## src/rtl/send_arb_pkg.sv

```systemverilog
// Shared types and default widths for the send-lane arbiter and its round-robin picker.
package send_arb_pkg;

   typedef enum logic [1:0] {
      IDLE      = 2'b00,
      ISSUE     = 2'b01,
      WAIT_DONE = 2'b10,
      GAP       = 2'b11
   } send_arb_state_e;

   localparam int unsigned ADDR_WIDTH_DEF = 10;
   localparam int unsigned DFX_WIDTH_DEF  = 2;
   localparam int unsigned NUM_REQ_DEF    = 4;

endpackage

```

## src/rtl/rr_arbiter.sv

```systemverilog
// Combinational round-robin picker: first set request searching upward from last_grant+1.
module rr_arbiter #(
   parameter int unsigned NUM_REQ = 4
) (
   input  logic [NUM_REQ-1:0]         req,
   input  logic [$clog2(NUM_REQ)-1:0] last_grant,
   output logic [NUM_REQ-1:0]         grant,
   output logic [$clog2(NUM_REQ)-1:0] grant_idx,
   output logic                       grant_valid
);
   localparam int unsigned IW = $clog2(NUM_REQ);

   always_comb begin
      logic [IW-1:0] cand;
      cand        = '0;
      grant       = '0;
      grant_idx   = '0;
      grant_valid = 1'b0;
      // NUM_REQ is a power of two, so the index wraps by truncation.
      for (int unsigned i = 1; i <= NUM_REQ; i++) begin
         cand = last_grant + IW'(i);
         if (!grant_valid && req[cand]) begin
            grant_valid = 1'b1;
            grant_idx   = cand;
         end
      end
      grant[grant_idx] = grant_valid;
   end

endmodule

```

## src/rtl/send_lane_arbiter.sv

```systemverilog
// Shares one send controller among NUM_REQ lanes with round-robin grants.
// Optional watchdog in WAIT_DONE is enabled by defining SEND_ARB_TIMEOUT_EN.
module send_lane_arbiter
   import send_arb_pkg::*;
#(
   parameter int unsigned ADDR_WIDTH     = ADDR_WIDTH_DEF,
   parameter int unsigned DFX_WIDTH      = DFX_WIDTH_DEF,
   parameter int unsigned NUM_REQ        = NUM_REQ_DEF,
   parameter int unsigned TIMEOUT_CYCLES = 1024
) (
   input  logic                          clk,
   input  logic                          rst_n,
   input  logic [DFX_WIDTH-1:0]          local_dfx,
   input  logic [NUM_REQ-1:0]            req_valid,
   input  logic [NUM_REQ*ADDR_WIDTH-1:0] req_src_addr,
   input  logic [NUM_REQ*ADDR_WIDTH-1:0] req_dst_addr,
   input  logic [NUM_REQ*DFX_WIDTH-1:0]  req_dst_dfx,
   output logic [NUM_REQ-1:0]            req_ack,
   output logic [NUM_REQ-1:0]            req_done,
   output logic [NUM_REQ-1:0]            req_err,
   output logic                          router_start_req,
   output logic [ADDR_WIDTH-1:0]         router_scr_addr,
   output logic [ADDR_WIDTH-1:0]         router_dst_addr,
   output logic [DFX_WIDTH-1:0]          router_src_dfx,
   output logic [DFX_WIDTH-1:0]          router_dst_dfx,
   input  logic                          router_send_done,
   output logic                          busy
);
   localparam int unsigned IW = $clog2(NUM_REQ);

   if (TIMEOUT_CYCLES < 2) begin : g_bad_timeout
      $error("TIMEOUT_CYCLES must be at least 2");
   end

   send_arb_state_e    state;
   logic [IW-1:0]      last_grant;
   logic [NUM_REQ-1:0] grant_oh;
   logic [NUM_REQ-1:0] pick_oh;
   logic [IW-1:0]      pick_idx;
   logic               pick_valid;

   rr_arbiter #(
      .NUM_REQ (NUM_REQ)
   ) u_rr (
      .req         (req_valid),
      .last_grant  (last_grant),
      .grant       (pick_oh),
      .grant_idx   (pick_idx),
      .grant_valid (pick_valid)
   );

   assign busy = (state != IDLE);

`ifdef SEND_ARB_TIMEOUT_EN
   localparam int unsigned CW = $clog2(TIMEOUT_CYCLES) + 1;
   logic [CW-1:0] wdog;
   logic          expired;

   assign expired = (wdog == CW'(TIMEOUT_CYCLES - 1));

   always_ff @(posedge clk or negedge rst_n) begin
      if (!rst_n) begin
         wdog <= '0;
      end else if (state != WAIT_DONE) begin
         wdog <= '0;
      end else if (wdog != '1) begin
         wdog <= wdog + 1'b1;
      end
   end
`else
   assign req_err = '0;
`endif

   always_ff @(posedge clk or negedge rst_n) begin
      if (!rst_n) begin
         state            <= IDLE;
         last_grant       <= IW'(NUM_REQ - 1);
         grant_oh         <= '0;
         req_ack          <= '0;
         req_done         <= '0;
         router_start_req <= 1'b0;
         router_scr_addr  <= '0;
         router_dst_addr  <= '0;
         router_src_dfx   <= '0;
         router_dst_dfx   <= '0;
`ifdef SEND_ARB_TIMEOUT_EN
         req_err          <= '0;
`endif
      end else begin
         // Pulse outputs default low; states below raise them for one cycle.
         req_ack          <= '0;
         req_done         <= '0;
         router_start_req <= 1'b0;
`ifdef SEND_ARB_TIMEOUT_EN
         req_err          <= '0;
`endif
         case (state)
            IDLE: begin
               if (pick_valid) begin
                  state            <= ISSUE;
                  last_grant       <= pick_idx;
                  grant_oh         <= pick_oh;
                  req_ack          <= pick_oh;
                  router_start_req <= 1'b1;
                  router_scr_addr  <= req_src_addr[pick_idx*ADDR_WIDTH +: ADDR_WIDTH];
                  router_dst_addr  <= req_dst_addr[pick_idx*ADDR_WIDTH +: ADDR_WIDTH];
                  router_dst_dfx   <= req_dst_dfx[pick_idx*DFX_WIDTH +: DFX_WIDTH];
                  router_src_dfx   <= local_dfx;
               end
            end
            ISSUE: state <= WAIT_DONE;
            WAIT_DONE: begin
               if (router_send_done) begin
                  state    <= GAP;
                  req_done <= grant_oh;
               end
`ifdef SEND_ARB_TIMEOUT_EN
               else if (expired) begin
                  state   <= GAP;
                  req_err <= grant_oh;
               end
`endif
            end
            GAP:     state <= IDLE;
            default: state <= IDLE;
         endcase
      end
   end

endmodule
```

## config.mk

```make
export PLATFORM = sky130hd
export DESIGN_NAME = send_lane_arbiter
export DESIGN_NICKNAME = d
export VERILOG_FILES = /design/src/rtl/send_arb_pkg.sv /design/src/rtl/rr_arbiter.sv /design/src/rtl/send_lane_arbiter.sv
export SDC_FILE = /design/constraint.sdc
export NUM_CORES = 1
export LEC_CHECK = 0
export ABC_CLOCK_PERIOD_IN_PS = 1900
export CAP_MARGIN = 20
export CORE_MARGIN = 2
export CORE_UTILIZATION = 35
export DETAILED_ROUTE_END_ITERATION = 6
export PLACE_DENSITY = 0.77
export SYNTH_ARGS = -nofsm -noshare
export SYNTH_HDL_FRONTEND = slang
export SYNTH_SLANG_ARGS = --single-unit
export TNS_END_PERCENT = 1
```

## constraint.sdc

```tcl
create_clock -name clk -period 1.9 [get_ports clk]
set_clock_uncertainty 0.05 [all_clocks]
set_input_delay 0.19 -clock clk [delete_from_list [all_inputs] [get_ports clk]]
set_output_delay 0.19 -clock clk [all_outputs]
set_load 0.005 [all_outputs]
```

==> results of run 1 <==
[where the power goes]
| part | internal [W] | switching [W] |
|---|---|---|
| Combinational | 0.00190 | 0.00167 |
| Sequential | 0.00126 | 0.000235 |
| Clock | 0.000427 | 0.000307 |
| Total | 0.00358 | 0.00221 |
[routing by layer]
layer  vias to the layer above  global-route usage [%]  wire, um
met1                      1214                    23.8      3070
met4                         0                    7.10       142
met5                         -                       0         0
li1                       1197                       -         -
met3                        14                    4.19       481
met2                       101                    37.1      4060
[final cells by class]
cell class	instances	area, sq um
inverters	5	18.8
repair buffers	161	1630
clock inverters	2	37.5
fillers	557	2370
flip-flops and latches	41	1030
multi-input cells	179	1410
well taps	80	100
clock buffers	6	82.6
[kinds of logic after synthesis]
group                    after synthesis
other                                  1
AO/OA/AOI/OAI                         80
AND/OR/NAND/NOR                       69
flip-flops                            41
multiplexers                          23
buffers and inverters                 29
adder cells (fa/ha/maj)                2
[state kept, by name, summed over array words and instances, names as in the netlist]
signal and cells:
last_grant 2, router_dst_addr 10, state 2, req_ack 4
router_scr_addr 10, router_src_dfx 2, grant_oh 4, req_done 4
router_dst_dfx 2, router_start_req 1
[per-stage QoR]
stage / total power, W / setup WS, ns / cell area (sq um) / utilization [%] / cells
finish: 0.00579 / -0.0305 / 4310 / 64.6 / 474
global route: 0.00617 / -0.0768 / 4310 / 64.6 / 474
CTS: 0.00553 / -0.0127 / 4140 / 61.9 / 472
detailed placement: 0.00467 / -0.353 / 3940 / 59.0 / 460
global placement: 0.00458 / -0.283 / 3940 / 59.0 / 460
floorplan: 0.00320 / -0.0209 / 2440 / - / 248
[how the worst max path moves through the flow]
stage             startpoint            endpoint  slack (ns)  cells after the start
6_report       last_grant[0]   router_dst_dfx[0]       -0.03                      6
5_1_grt        last_grant[0]  router_dst_addr[5]       -0.08                      6
4_1_cts        last_grant[0]   router_dst_dfx[0]       -0.01                      6
3_5_place_dp    req_valid[1]   router_dst_dfx[0]       -0.35                      7
3_3_place_gp    req_valid[1]  router_dst_addr[5]       -0.28                      7
2_1_floorplan  last_grant[1]  router_scr_addr[2]       -0.02                      7
[worst max-delay path: cells and delay by family (launching register included)]
kind	cells	cell delay, ns
flip-flops	1	0.56
buffers and inverters	1	0.18
AND/OR/NAND/NOR	2	0.55
AO/OA/AOI/OAI	3	0.45
[cells in the final DEF (no fill, tap or decap), types with 5 or more instances in the layout]
cell type	count
sky130_fd_sc_hd__a2111oi_4	6
sky130_fd_sc_hd__a211oi_2	5
sky130_fd_sc_hd__a21o_1	5
sky130_fd_sc_hd__a221oi_1	15
sky130_fd_sc_hd__and3_1	6
sky130_fd_sc_hd__buf_12	5
sky130_fd_sc_hd__buf_4	17
sky130_fd_sc_hd__buf_6	8
sky130_fd_sc_hd__clkbuf_8	6
sky130_fd_sc_hd__clkdlybuf4s50_1	125
sky130_fd_sc_hd__dfrtp_1	39
sky130_fd_sc_hd__mux2i_1	21
sky130_fd_sc_hd__nand2_1	17
sky130_fd_sc_hd__nor2_1	24
sky130_fd_sc_hd__nor3_1	7
sky130_fd_sc_hd__o21ai_0	15
sky130_fd_sc_hd__o22ai_1	15
[repair_timing]
action                                 CTS  global route
cloned                                   1             0
resized for setup                        6            31
endpoints found under the hold margin   19             0
pin swaps                                2            17
hold buffers                             1             0
buffers inserted                         2             2
setup endpoints to repair               23            28
==> impl_metrics.xml, run 1 <==
<?xml version="1.0" encoding="UTF-8"?>
<metrics>
  <group name="synth">
    <metric name="synth_top_family_by_area" unit="">compound AO/OA/AOI/OAI gates</metric>
    <metric name="syn-instance-count" unit="">245</metric>
    <metric name="synth.area.mux_share" unit="%">9.69</metric>
    <metric name="syn_area_per_cell" unit="sq um">9.75</metric>
    <metric name="synthMostInstantiatedCell" unit="">sky130_fd_sc_hd__dfrtp_1</metric>
    <metric name="post_synth_main_area_contributors" unit="">sky130_fd_sc_hd__dfrtp_1 (41%), sky130_fd_sc_hd__mux2i_1 (9.2%), sky130_fd_sc_hd__a221oi_1 (5.5%)</metric>
    <metric name="postSynth.topFlopCell" unit="">sky130_fd_sc_hd__dfrtp_1</metric>
    <metric name="count_of_flip_flops_with_a_built_in_enable_after_synthesis" unit="">0</metric>
    <metric name="yosys.area_share.simple" unit="%">14.2</metric>
    <metric name="synth_area_leader_cell" unit="">sky130_fd_sc_hd__dfrtp_1</metric>
    <metric name="post_synth_instance_area" unit="sq um">2390</metric>
    <metric name="ys_seq_elements" unit="">41</metric>
    <metric name="sequential_fraction_of_the_synthesis_area" unit="%">43.0</metric>
    <metric name="post_synth_fa_ha_maj_area_fraction" unit="%">1.05</metric>
    <metric name="synth_top_area_share" unit="%">40.8</metric>
    <metric name="ys_async_sr_fraction" unit="%">100</metric>
    <metric name="synth.cells.most_frequent" unit="">sky130_fd_sc_hd__dfrtp_1 (39), sky130_fd_sc_hd__nor2_1 (24), sky130_fd_sc_hd__mux2i_1 (22)</metric>
    <metric name="synth_compound_gate_area_share" unit="%">25.1</metric>
    <metric name="synth_cell_type_count" unit="">43</metric>
    <metric name="yosysWarnings" unit="">0</metric>
    <metric name="post_synth_xor_area_fraction" unit="%">0</metric>
  </group>
  <group name="sta">
    <metric name="grt_setup_unrepaired" unit="">true</metric>
    <metric name="min_period" unit="ns">1.93</metric>
    <metric name="final_hold_violation_count" unit="">0</metric>
    <metric name="final.setup.worst_slack" unit="ns">-0.0305</metric>
    <metric name="clock.fmax" unit="GHz">0.518</metric>
    <metric name="worst_pin_slew" unit="ns">0.545</metric>
    <metric name="timing.max_slew.rel_slack" unit="%">63.7</metric>
    <metric name="post-route-period-util" unit="%">102</metric>
    <metric name="timing.hold.ws" unit="ns">0.368</metric>
    <metric name="finalMaxSlewViolations" unit="">0</metric>
    <metric name="report.final.setup_viol" unit="">6</metric>
    <metric name="timing.setup.tns" unit="ns">-0.103</metric>
  </group>
  <group name="critical_path">
    <metric name="cp_slowest_cell" unit="">sky130_fd_sc_hd__dfstp_2</metric>
    <metric name="worst_r2r_path_depth" unit="">6</metric>
    <metric name="timing.rr.start" unit="">last_grant[0]</metric>
    <metric name="timing.setup.critical_path_class" unit="">reg2reg</metric>
    <metric name="crit_path_max_fanout" unit="">8</metric>
    <metric name="critPathMaxStageDelay" unit="ns">0.56</metric>
    <metric name="chain_of_cells_forming_the_critical_path" unit="">nand2b_4 &gt; a21oi_4 &gt; or3_1 &gt; buf_6 &gt; a2111oi_4 &gt; a211oi_2</metric>
    <metric name="timing.rr.end" unit="">router_dst_dfx[0]</metric>
    <metric name="worstSetupStartpointType" unit="">flip-flop</metric>
    <metric name="required" unit="ns">2.01</metric>
    <metric name="cp.arrival" unit="ns">2.04</metric>
    <metric name="setup.worst_path.end_class" unit="">flip-flop</metric>
    <metric name="reg2reg_setup_slack" unit="ns">-0.03</metric>
  </group>
  <group name="floorplanning">
    <metric name="design.portCount" unit="">135</metric>
    <metric name="die_h" unit="um">86.6</metric>
    <metric name="core.rowCount" unit="">30</metric>
    <metric name="core-area" unit="sq um">6680</metric>
    <metric name="floorplan.die_area" unit="sq um">7500</metric>
    <metric name="floorplan.initialDensity" unit="%">35.8</metric>
    <metric name="die-width" unit="um">86.6</metric>
  </group>
  <group name="cells_and_area">
    <metric name="fin_nets" unit="">492</metric>
    <metric name="synthToLayoutAreaGrowth" unit="%">80.5</metric>
    <metric name="final_layout_size_suffix_gt1_share" unit="%">18.0</metric>
    <metric name="diodes" unit="">0</metric>
  </group>
  <group name="route">
    <metric name="route.detailed.wl_per_inst" unit="um">16.3</metric>
    <metric name="totalWireLength" unit="um">7750</metric>
    <metric name="antenna_viol_nets_final" unit="">0</metric>
    <metric name="drt_drc_violations_left" unit="">0</metric>
    <metric name="detailroute.via_count" unit="">2526</metric>
    <metric name="vias_per_cell" unit="">5.33</metric>
    <metric name="drtIter0Drc" unit="">106</metric>
    <metric name="tritonroute_pass_1_iters" unit="">4</metric>
  </group>
  <group name="clock_tree">
    <metric name="clockRootBuffer" unit="">sky130_fd_sc_hd__clkbuf_8</metric>
    <metric name="number_of_sinks_on_the_clock_net" unit="">41</metric>
    <metric name="cts_buffers" unit="">5</metric>
    <metric name="tritoncts" unit="">done</metric>
    <metric name="clkTransAtPathRegs" unit="ns">0.09</metric>
    <metric name="clk_path_buf_depth" unit="">2</metric>
    <metric name="clock_insertion_delay_worst_skew" unit="ns">0.29</metric>
    <metric name="cts_max_level" unit="">2</metric>
  </group>
  <group name="run_status">
    <metric name="failed_checks" unit="">negative setup slack</metric>
    <metric name="outcome" unit="">finished with violations</metric>
  </group>
  <group name="job">
    <metric name="max_cap_viol_count" unit="">0</metric>
  </group>
  <group name="grt">
    <metric name="grt_pass1_vias" unit="">2555</metric>
    <metric name="grt_overflow_total" unit="">0</metric>
    <metric name="largest_net_degree_at_the_start_of_global_routing" unit="">25</metric>
    <metric name="grt_pass1_wl" unit="um">12000</metric>
    <metric name="grt_antenna_before_repair" unit="">0</metric>
    <metric name="gr-usage-all-layers" unit="%">20.4</metric>
  </group>
  <group name="pwr">
    <metric name="p_per_area" unit="nW/um^2">1340</metric>
    <metric name="leakage_power" unit="nW">1.82</metric>
    <metric name="irDropWorstVdd" unit="mV">0.550</metric>
  </group>
  <group name="worst_hold_path">
    <metric name="worst_hold_path_type" unit="">in2async</metric>
  </group>
  <group name="placed_design">
    <metric name="dp.final_hpwl" unit="um">5710</metric>
    <metric name="port_buffers" unit="">130</metric>
    <metric name="routabilityCongestion" unit="">0.821</metric>
  </group>
</metrics>
Note: power is estimated with default switching activity, not from simulation.
==> run 2: changes to the inputs <==
--- a/config.mk
+++ b/config.mk
@@ -8,9 +8,9 @@
 export ABC_CLOCK_PERIOD_IN_PS = 1900
 export CAP_MARGIN = 20
 export CORE_MARGIN = 2
-export CORE_UTILIZATION = 35
+export CORE_UTILIZATION = 30
 export DETAILED_ROUTE_END_ITERATION = 6
-export PLACE_DENSITY = 0.77
+export PLACE_DENSITY = 0.68
 export SYNTH_ARGS = -nofsm -noshare
 export SYNTH_HDL_FRONTEND = slang
 export SYNTH_SLANG_ARGS = --single-unit
==> impl_metrics.xml, run 2 (synthesis gave the netlist of run 1 again) <==
<?xml version="1.0" encoding="UTF-8"?>
<metrics>
  <group name="route">
    <metric name="detailroute.via_count" unit="">2457</metric>
    <metric name="totalWireLength" unit="um">7610</metric>
    <metric name="vias_per_cell" unit="">5.01</metric>
    <metric name="tritonroute_pass_1_iters" unit="">6</metric>
    <metric name="route.detailed.wl_per_inst" unit="um">15.5</metric>
    <metric name="drtIter0Drc" unit="">66</metric>
    <metric name="drt_drc_violations_left" unit="">0</metric>
    <metric name="antenna_viol_nets_final" unit="">0</metric>
  </group>
  <group name="critical_path">
    <metric name="timing.rr.start" unit="">last_grant[1]</metric>
    <metric name="setup.worst_path.end_class" unit="">flip-flop</metric>
    <metric name="crit_path_max_fanout" unit="">6</metric>
    <metric name="timing.rr.end" unit="">router_dst_addr[7]</metric>
    <metric name="timing.setup.critical_path_class" unit="">reg2reg</metric>
    <metric name="worstSetupStartpointType" unit="">flip-flop</metric>
    <metric name="worst_r2r_path_depth" unit="">5</metric>
    <metric name="reg2reg_setup_slack" unit="ns">-0.05</metric>
    <metric name="required" unit="ns">2.01</metric>
    <metric name="cp.arrival" unit="ns">2.06</metric>
  </group>
  <group name="cells_and_area">
    <metric name="diodes" unit="">0</metric>
    <metric name="synthToLayoutAreaGrowth" unit="%">75.6</metric>
    <metric name="fin_nets" unit="">486</metric>
    <metric name="layout_top_registers" unit="">router_dst_addr: 10 flops, router_scr_addr: 10 flops</metric>
    <metric name="leading_cell_types_in_the_layout_fill_and_taps_excluded" unit="">sky130_fd_sc_hd__clkdlybuf4s50_1 (128), sky130_fd_sc_hd__dfrtp_1 (39), sky130_fd_sc_hd__nor2_1 (24), sky130_fd_sc_hd__mux2i_1 (20), sky130_fd_sc_hd__nand2_1 (17)</metric>
    <metric name="layout_commonest_cell" unit="">sky130_fd_sc_hd__clkdlybuf4s50_1</metric>
    <metric name="final_layout_size_suffix_gt1_share" unit="%">15.7</metric>
  </group>
  <group name="floorplanning">
    <metric name="core-area" unit="sq um">7730</metric>
    <metric name="design.portCount" unit="">135</metric>
    <metric name="die-width" unit="um">93.3</metric>
    <metric name="core.rowCount" unit="">32</metric>
    <metric name="die_h" unit="um">93.3</metric>
    <metric name="floorplan.initialDensity" unit="%">30.9</metric>
    <metric name="floorplan.die_area" unit="sq um">8700</metric>
  </group>
  <group name="placed_design">
    <metric name="dp.final_hpwl" unit="um">5830</metric>
    <metric name="port_buffers" unit="">130</metric>
    <metric name="dp_slack" unit="ns">-0.330</metric>
    <metric name="routabilityCongestion" unit="">0.827</metric>
  </group>
  <group name="sta">
    <metric name="min_period" unit="ns">1.95</metric>
    <metric name="final.setup.worst_slack" unit="ns">-0.0496</metric>
    <metric name="clock.fmax" unit="GHz">0.513</metric>
    <metric name="timing.setup.tns" unit="ns">-0.353</metric>
    <metric name="final_hold_violation_count" unit="">0</metric>
    <metric name="grt_setup_unrepaired" unit="">true</metric>
    <metric name="timing.hold.ws" unit="ns">0.331</metric>
    <metric name="post-route-period-util" unit="%">103</metric>
    <metric name="finalMaxSlewViolations" unit="">0</metric>
    <metric name="report.final.setup_viol" unit="">16</metric>
  </group>
  <group name="run_status">
    <metric name="outcome" unit="">finished with violations</metric>
    <metric name="failed_checks" unit="">negative setup slack</metric>
  </group>
  <group name="worst_hold_path">
    <metric name="worst_hold_path_type" unit="">in2async</metric>
  </group>
  <group name="pwr">
    <metric name="design_power_total" unit="W">0.00547</metric>
    <metric name="p_per_area" unit="nW/um^2">1300</metric>
    <metric name="irDropWorstVdd" unit="mV">0.483</metric>
    <metric name="leakage_power" unit="nW">1.73</metric>
  </group>
  <group name="grt">
    <metric name="grt_overflow_total" unit="">0</metric>
    <metric name="grt_pass1_wl" unit="um">12000</metric>
    <metric name="largest_net_degree_at_the_start_of_global_routing" unit="">42</metric>
    <metric name="grt_pass1_vias" unit="">2526</metric>
    <metric name="grt_antenna_before_repair" unit="">0</metric>
    <metric name="gr-usage-all-layers" unit="%">17.6</metric>
  </group>
  <group name="clock_tree">
    <metric name="clock_insertion_delay_worst_skew" unit="ns">0.29</metric>
    <metric name="clockRootBuffer" unit="">sky130_fd_sc_hd__clkbuf_8</metric>
    <metric name="cts_max_level" unit="">2</metric>
    <metric name="clkTransAtPathRegs" unit="ns">0.09</metric>
    <metric name="cts_buffers" unit="">5</metric>
    <metric name="number_of_sinks_on_the_clock_net" unit="">41</metric>
    <metric name="clk_path_buf_depth" unit="">2</metric>
    <metric name="tritoncts" unit="">done</metric>
  </group>
  <group name="job">
    <metric name="max_cap_viol_count" unit="">0</metric>
  </group>
</metrics>
==> run 2: how the worst max path moves through the flow <==
| stage | startpoint | end | slack (ns) | cells after the start |
|---|---|---|---|---|
| final | last_grant[1] | router_dst_addr[7] | -0.05 | 5 |
| after global routing | last_grant[1] | router_dst_addr[3] | -0.14 | 6 |
| after CTS | last_grant[0] | router_dst_addr[7] | -0.02 | 6 |
| after detailed placement | req_valid[1] | router_dst_addr[7] | -0.33 | 7 |
| after global placement | req_valid[1] | router_dst_addr[5] | -0.30 | 7 |
| after floorplan | last_grant[1] | router_scr_addr[2] | -0.02 | 7 |
==> run 2: final cells by class <==
type                    count  area, sq um
fillers                   682         3530
repair buffers            155         1580
multi-input cells         179         1330
flip-flops and latches     41         1030
well taps                 102          128
clock buffers               5         68.8
clock inverters             3         46.3
inverters                   5         18.8
==> run 2: per-layer routing <==
layer / vias to the layer above / part of all wire (%) / track usage, %
li1: 1187 / - / -
met1: 1151 / 40 / 20.8
met2: 106 / 50 / 30.0
met3: 13 / 7.8 / 5.64
met4: 0 / 2.0 / 6.00
met5: - / 0 / 0
==> run 2: worst max-delay path: stages, from the launching register on <==
cell                        delay, ns
sky130_fd_sc_hd__dfstp_2         0.60
sky130_fd_sc_hd__mux2_4          0.32
sky130_fd_sc_hd__a22oi_2         0.27
sky130_fd_sc_hd__nand2_4         0.18
sky130_fd_sc_hd__a2111oi_2       0.31
sky130_fd_sc_hd__a211oi_1        0.09
==> run 2: what timing repair did <==
action / CTS / global route
endpoints found under the hold margin: 39 / 0
gates resized for setup: 7 / 8
endpoints found under the setup margin: 24 / 24
gates cloned: 0 / 1
hold buffers: 1 / 0
pin swaps: 2 / 10
setup buffers: 0 / 1
==> run 2: report_power, final <==
group	leakage [nW]	internal (W)	total, W	switching [W]
Combinational	1.20	0.00175	0.00326	0.00150
Clock	0.0543	0.000393	0.000719	0.000326
Sequential	0.482	0.00126	0.00150	0.000241
==> run 2: metrics by stage <==
step | utilization [%] | cells | area, sq um
floorplan | - | 248 | 2440
global placement | 51.4 | 479 | 3970
detailed placement | 51.4 | 479 | 3970
CTS | 53.6 | 488 | 4140
global route | 54.3 | 490 | 4200
finish | 54.3 | 490 | 4200
==> run 3: changes to the inputs <==
--- a/config.mk
+++ b/config.mk
@@ -11,6 +11,7 @@
 export CORE_UTILIZATION = 30
 export DETAILED_ROUTE_END_ITERATION = 6
 export PLACE_DENSITY = 0.68
+export REMOVE_ABC_BUFFERS = 1
 export SYNTH_ARGS = -nofsm -noshare
 export SYNTH_HDL_FRONTEND = slang
 export SYNTH_SLANG_ARGS = --single-unit
==> impl_metrics.xml, run 3 (synthesis gave the netlist of run 1 again) <==
<?xml version="1.0" encoding="UTF-8"?>
<metrics>
  <group name="cells_and_area">
    <metric name="final_core_util" unit="%">55.2</metric>
    <metric name="final_layout_size_suffix_gt1_share" unit="%">18.1</metric>
    <metric name="instances_no_fill" unit="">499</metric>
    <metric name="layout_commonest_cell" unit="">sky130_fd_sc_hd__clkdlybuf4s50_1</metric>
    <metric name="leading_cell_types_in_the_layout_fill_and_taps_excluded" unit="">sky130_fd_sc_hd__clkdlybuf4s50_1 (128), sky130_fd_sc_hd__dfrtp_1 (39), sky130_fd_sc_hd__nor2_1 (24), sky130_fd_sc_hd__buf_4 (22)</metric>
    <metric name="diodes" unit="">0</metric>
    <metric name="finalInstanceArea" unit="sq um">4270</metric>
    <metric name="fillers" unit="">673</metric>
    <metric name="layout_top_registers" unit="">router_dst_addr: 10 flops, router_scr_addr: 10 flops</metric>
    <metric name="synthToLayoutAreaGrowth" unit="%">78.5</metric>
    <metric name="fin_nets" unit="">495</metric>
  </group>
  <group name="floorplanning">
    <metric name="floorplan.die_area" unit="sq um">8700</metric>
    <metric name="core.rowCount" unit="">32</metric>
    <metric name="die_h" unit="um">93.3</metric>
    <metric name="die-width" unit="um">93.3</metric>
    <metric name="design.portCount" unit="">135</metric>
    <metric name="floorplan.initialDensity" unit="%">30.9</metric>
    <metric name="core-area" unit="sq um">7730</metric>
  </group>
  <group name="critical_path">
    <metric name="timing.rr.start" unit="">last_grant[0]</metric>
    <metric name="cpMostUsedCell" unit="">sky130_fd_sc_hd__buf_6</metric>
    <metric name="crit_path_max_fanout" unit="">8</metric>
    <metric name="reg2reg_setup_slack" unit="ns">-0.01</metric>
    <metric name="cp.arrival" unit="ns">2.06</metric>
    <metric name="setup.worst_path.end_class" unit="">flip-flop</metric>
    <metric name="cp_slowest_cell" unit="">sky130_fd_sc_hd__dfstp_2</metric>
    <metric name="timing.rr.end" unit="">router_dst_addr[5]</metric>
    <metric name="worst_r2r_path_depth" unit="">9</metric>
    <metric name="required" unit="ns">2.05</metric>
    <metric name="chain_of_cells_forming_the_critical_path" unit="">buf_4 &gt; o21ai_2 &gt; a21boi_2 &gt; buf_6 &gt; nor3_4 &gt; buf_6 &gt; clkbuf_16 &gt; mux2i_1 &gt; a211oi_1</metric>
    <metric name="timing.setup.critical_path_class" unit="">reg2reg</metric>
    <metric name="critPathMaxStageDelay" unit="ns">0.59</metric>
    <metric name="worstSetupStartpointType" unit="">flip-flop</metric>
  </group>
  <group name="grt">
    <metric name="gr-usage-all-layers" unit="%">17.6</metric>
    <metric name="grt_antenna_before_repair" unit="">0</metric>
    <metric name="grt_pass1_vias" unit="">2486</metric>
    <metric name="grt_overflow_total" unit="">0</metric>
    <metric name="grt_pass1_wl" unit="um">12200</metric>
    <metric name="largest_net_degree_at_the_start_of_global_routing" unit="">24</metric>
  </group>
  <group name="placed_design">
    <metric name="dp_slack" unit="ns">-0.316</metric>
    <metric name="dp.final_hpwl" unit="um">5890</metric>
    <metric name="routabilityCongestion" unit="">0.807</metric>
    <metric name="placed_inst_area" unit="sq um">3960</metric>
    <metric name="post-place-cells" unit="">484</metric>
    <metric name="port_buffers" unit="">130</metric>
  </group>
  <group name="run_status">
    <metric name="failed_checks" unit="">negative setup slack</metric>
    <metric name="outcome" unit="">finished with violations</metric>
  </group>
  <group name="sta">
    <metric name="final.setup.worst_slack" unit="ns">-0.0113</metric>
    <metric name="report.final.setup_viol" unit="">1</metric>
    <metric name="grt_setup_unrepaired" unit="">true</metric>
    <metric name="min_period" unit="ns">1.91</metric>
    <metric name="clock.fmax" unit="GHz">0.523</metric>
    <metric name="post-route-period-util" unit="%">101</metric>
    <metric name="timing.setup.tns" unit="ns">-0.0113</metric>
    <metric name="finalMaxSlewViolations" unit="">0</metric>
    <metric name="final_hold_violation_count" unit="">0</metric>
  </group>
  <group name="route">
    <metric name="drtIter0Drc" unit="">61</metric>
    <metric name="totalWireLength" unit="um">8000</metric>
    <metric name="route.detailed.wl_per_inst" unit="um">16.0</metric>
    <metric name="drt_drc_violations_left" unit="">0</metric>
    <metric name="antenna_viol_nets_final" unit="">0</metric>
    <metric name="tritonroute_pass_1_iters" unit="">4</metric>
    <metric name="vias_per_cell" unit="">5.07</metric>
    <metric name="detailroute.via_count" unit="">2532</metric>
  </group>
  <group name="job">
    <metric name="max_cap_viol_count" unit="">0</metric>
  </group>
  <group name="clock_tree">
    <metric name="clockRootBuffer" unit="">sky130_fd_sc_hd__clkbuf_8</metric>
    <metric name="tritoncts" unit="">done</metric>
    <metric name="clock_insertion_delay_worst_skew" unit="ns">0.29</metric>
    <metric name="cts_buffers" unit="">5</metric>
    <metric name="number_of_sinks_on_the_clock_net" unit="">41</metric>
    <metric name="clk_path_buf_depth" unit="">2</metric>
    <metric name="cts_max_level" unit="">2</metric>
    <metric name="clkTransAtPathRegs" unit="ns">0.08</metric>
  </group>
  <group name="pwr">
    <metric name="leakage_power" unit="nW">1.79</metric>
    <metric name="irDropWorstVdd" unit="mV">0.463</metric>
    <metric name="p_per_area" unit="nW/um^2">1320</metric>
  </group>
  <group name="worst_hold_path">
    <metric name="worst_hold_path_type" unit="">in2async</metric>
  </group>
</metrics>
run 3: cell types whose count changed in the layout (fill, tap and decap cells not counted), sizes merged:
| cell | delta |
|---|---|
| buf | +9 |
| nand2 | -1 |
| clkbuf | +2 |
| dlygate4sd2 | -1 |
| dlymetal6s2s | +1 |
| clkinvlp | -1 |
run 3: how the worst max path moves through the flow:
stage	from	endpoint	slack (ns)	cells past startpoint
4_1_cts	last_grant[1]	router_dst_addr[5]	0.002	6
3_3_place_gp	req_valid[0]	router_scr_addr[2]	-0.28	6
2_1_floorplan	state[0]	grant_oh[3]	-0.47	6
3_5_place_dp	req_valid[1]	router_dst_addr[7]	-0.32	8
5_1_grt	last_grant[0]	router_dst_dfx[1]	-0.07	9
6_report	last_grant[0]	router_dst_addr[5]	-0.01	9
run 3: cell type report:
| cell class | count | area (sq um) | area share [%] |
|---|---|---|---|
| Tap cell | 102 | 128 | 2.99 |
| Multi-Input combinational cell | 178 | 1310 | 30.8 |
| Inverter | 5 | 18.8 | 0.440 |
| Timing Repair Buffer | 165 | 1670 | 39.1 |
| Clock inverter | 2 | 35.0 | 0.821 |
| Sequential cell | 41 | 1030 | 24.1 |
| Clock buffer | 6 | 72.6 | 1.70 |
run 3: repair_timing:
action                                 CTS  global route
gates cloned                             0             1
endpoints found under the hold margin   19             0
setup endpoints to repair               19            25
hold buffers                             1             0
gates resized for setup                  5            20
setup buffers                            1             4
pin swaps                                3            14
run 3: metrics by stage:
stage	hold WS, ns	total power [W]
after floorplan	-0.156	0.00297
after global placement	0.127	0.00459
after detailed placement	0.128	0.00465
after CTS	0.352	0.00543
after global routing	0.385	0.00605
final	0.352	0.00565
run 3: per-layer routing:
layer	track usage [%]	part of all wire, %
met1	22.4	42
met4	3.19	0.69
met3	5.00	8.0
met2	30.0	50
met5	0	0
run 3: power by group:
part | switching [W] | total, W | internal, W
Clock | 0.000298 | 0.000688 | 0.000390
Combinational | 0.00156 | 0.00347 | 0.00191
Sequential | 0.000232 | 0.00149 | 0.00126
run 3: worst max-delay path, delay by kind of cell, from the launching register on:
kind,cells,cell delay (ns)
DFF,1,0.59
buffers and inverters,4,0.57
AOI/OAI and AO/OA,3,0.44
muxes,1,0.12
and+or+nand+nor,1,0.04
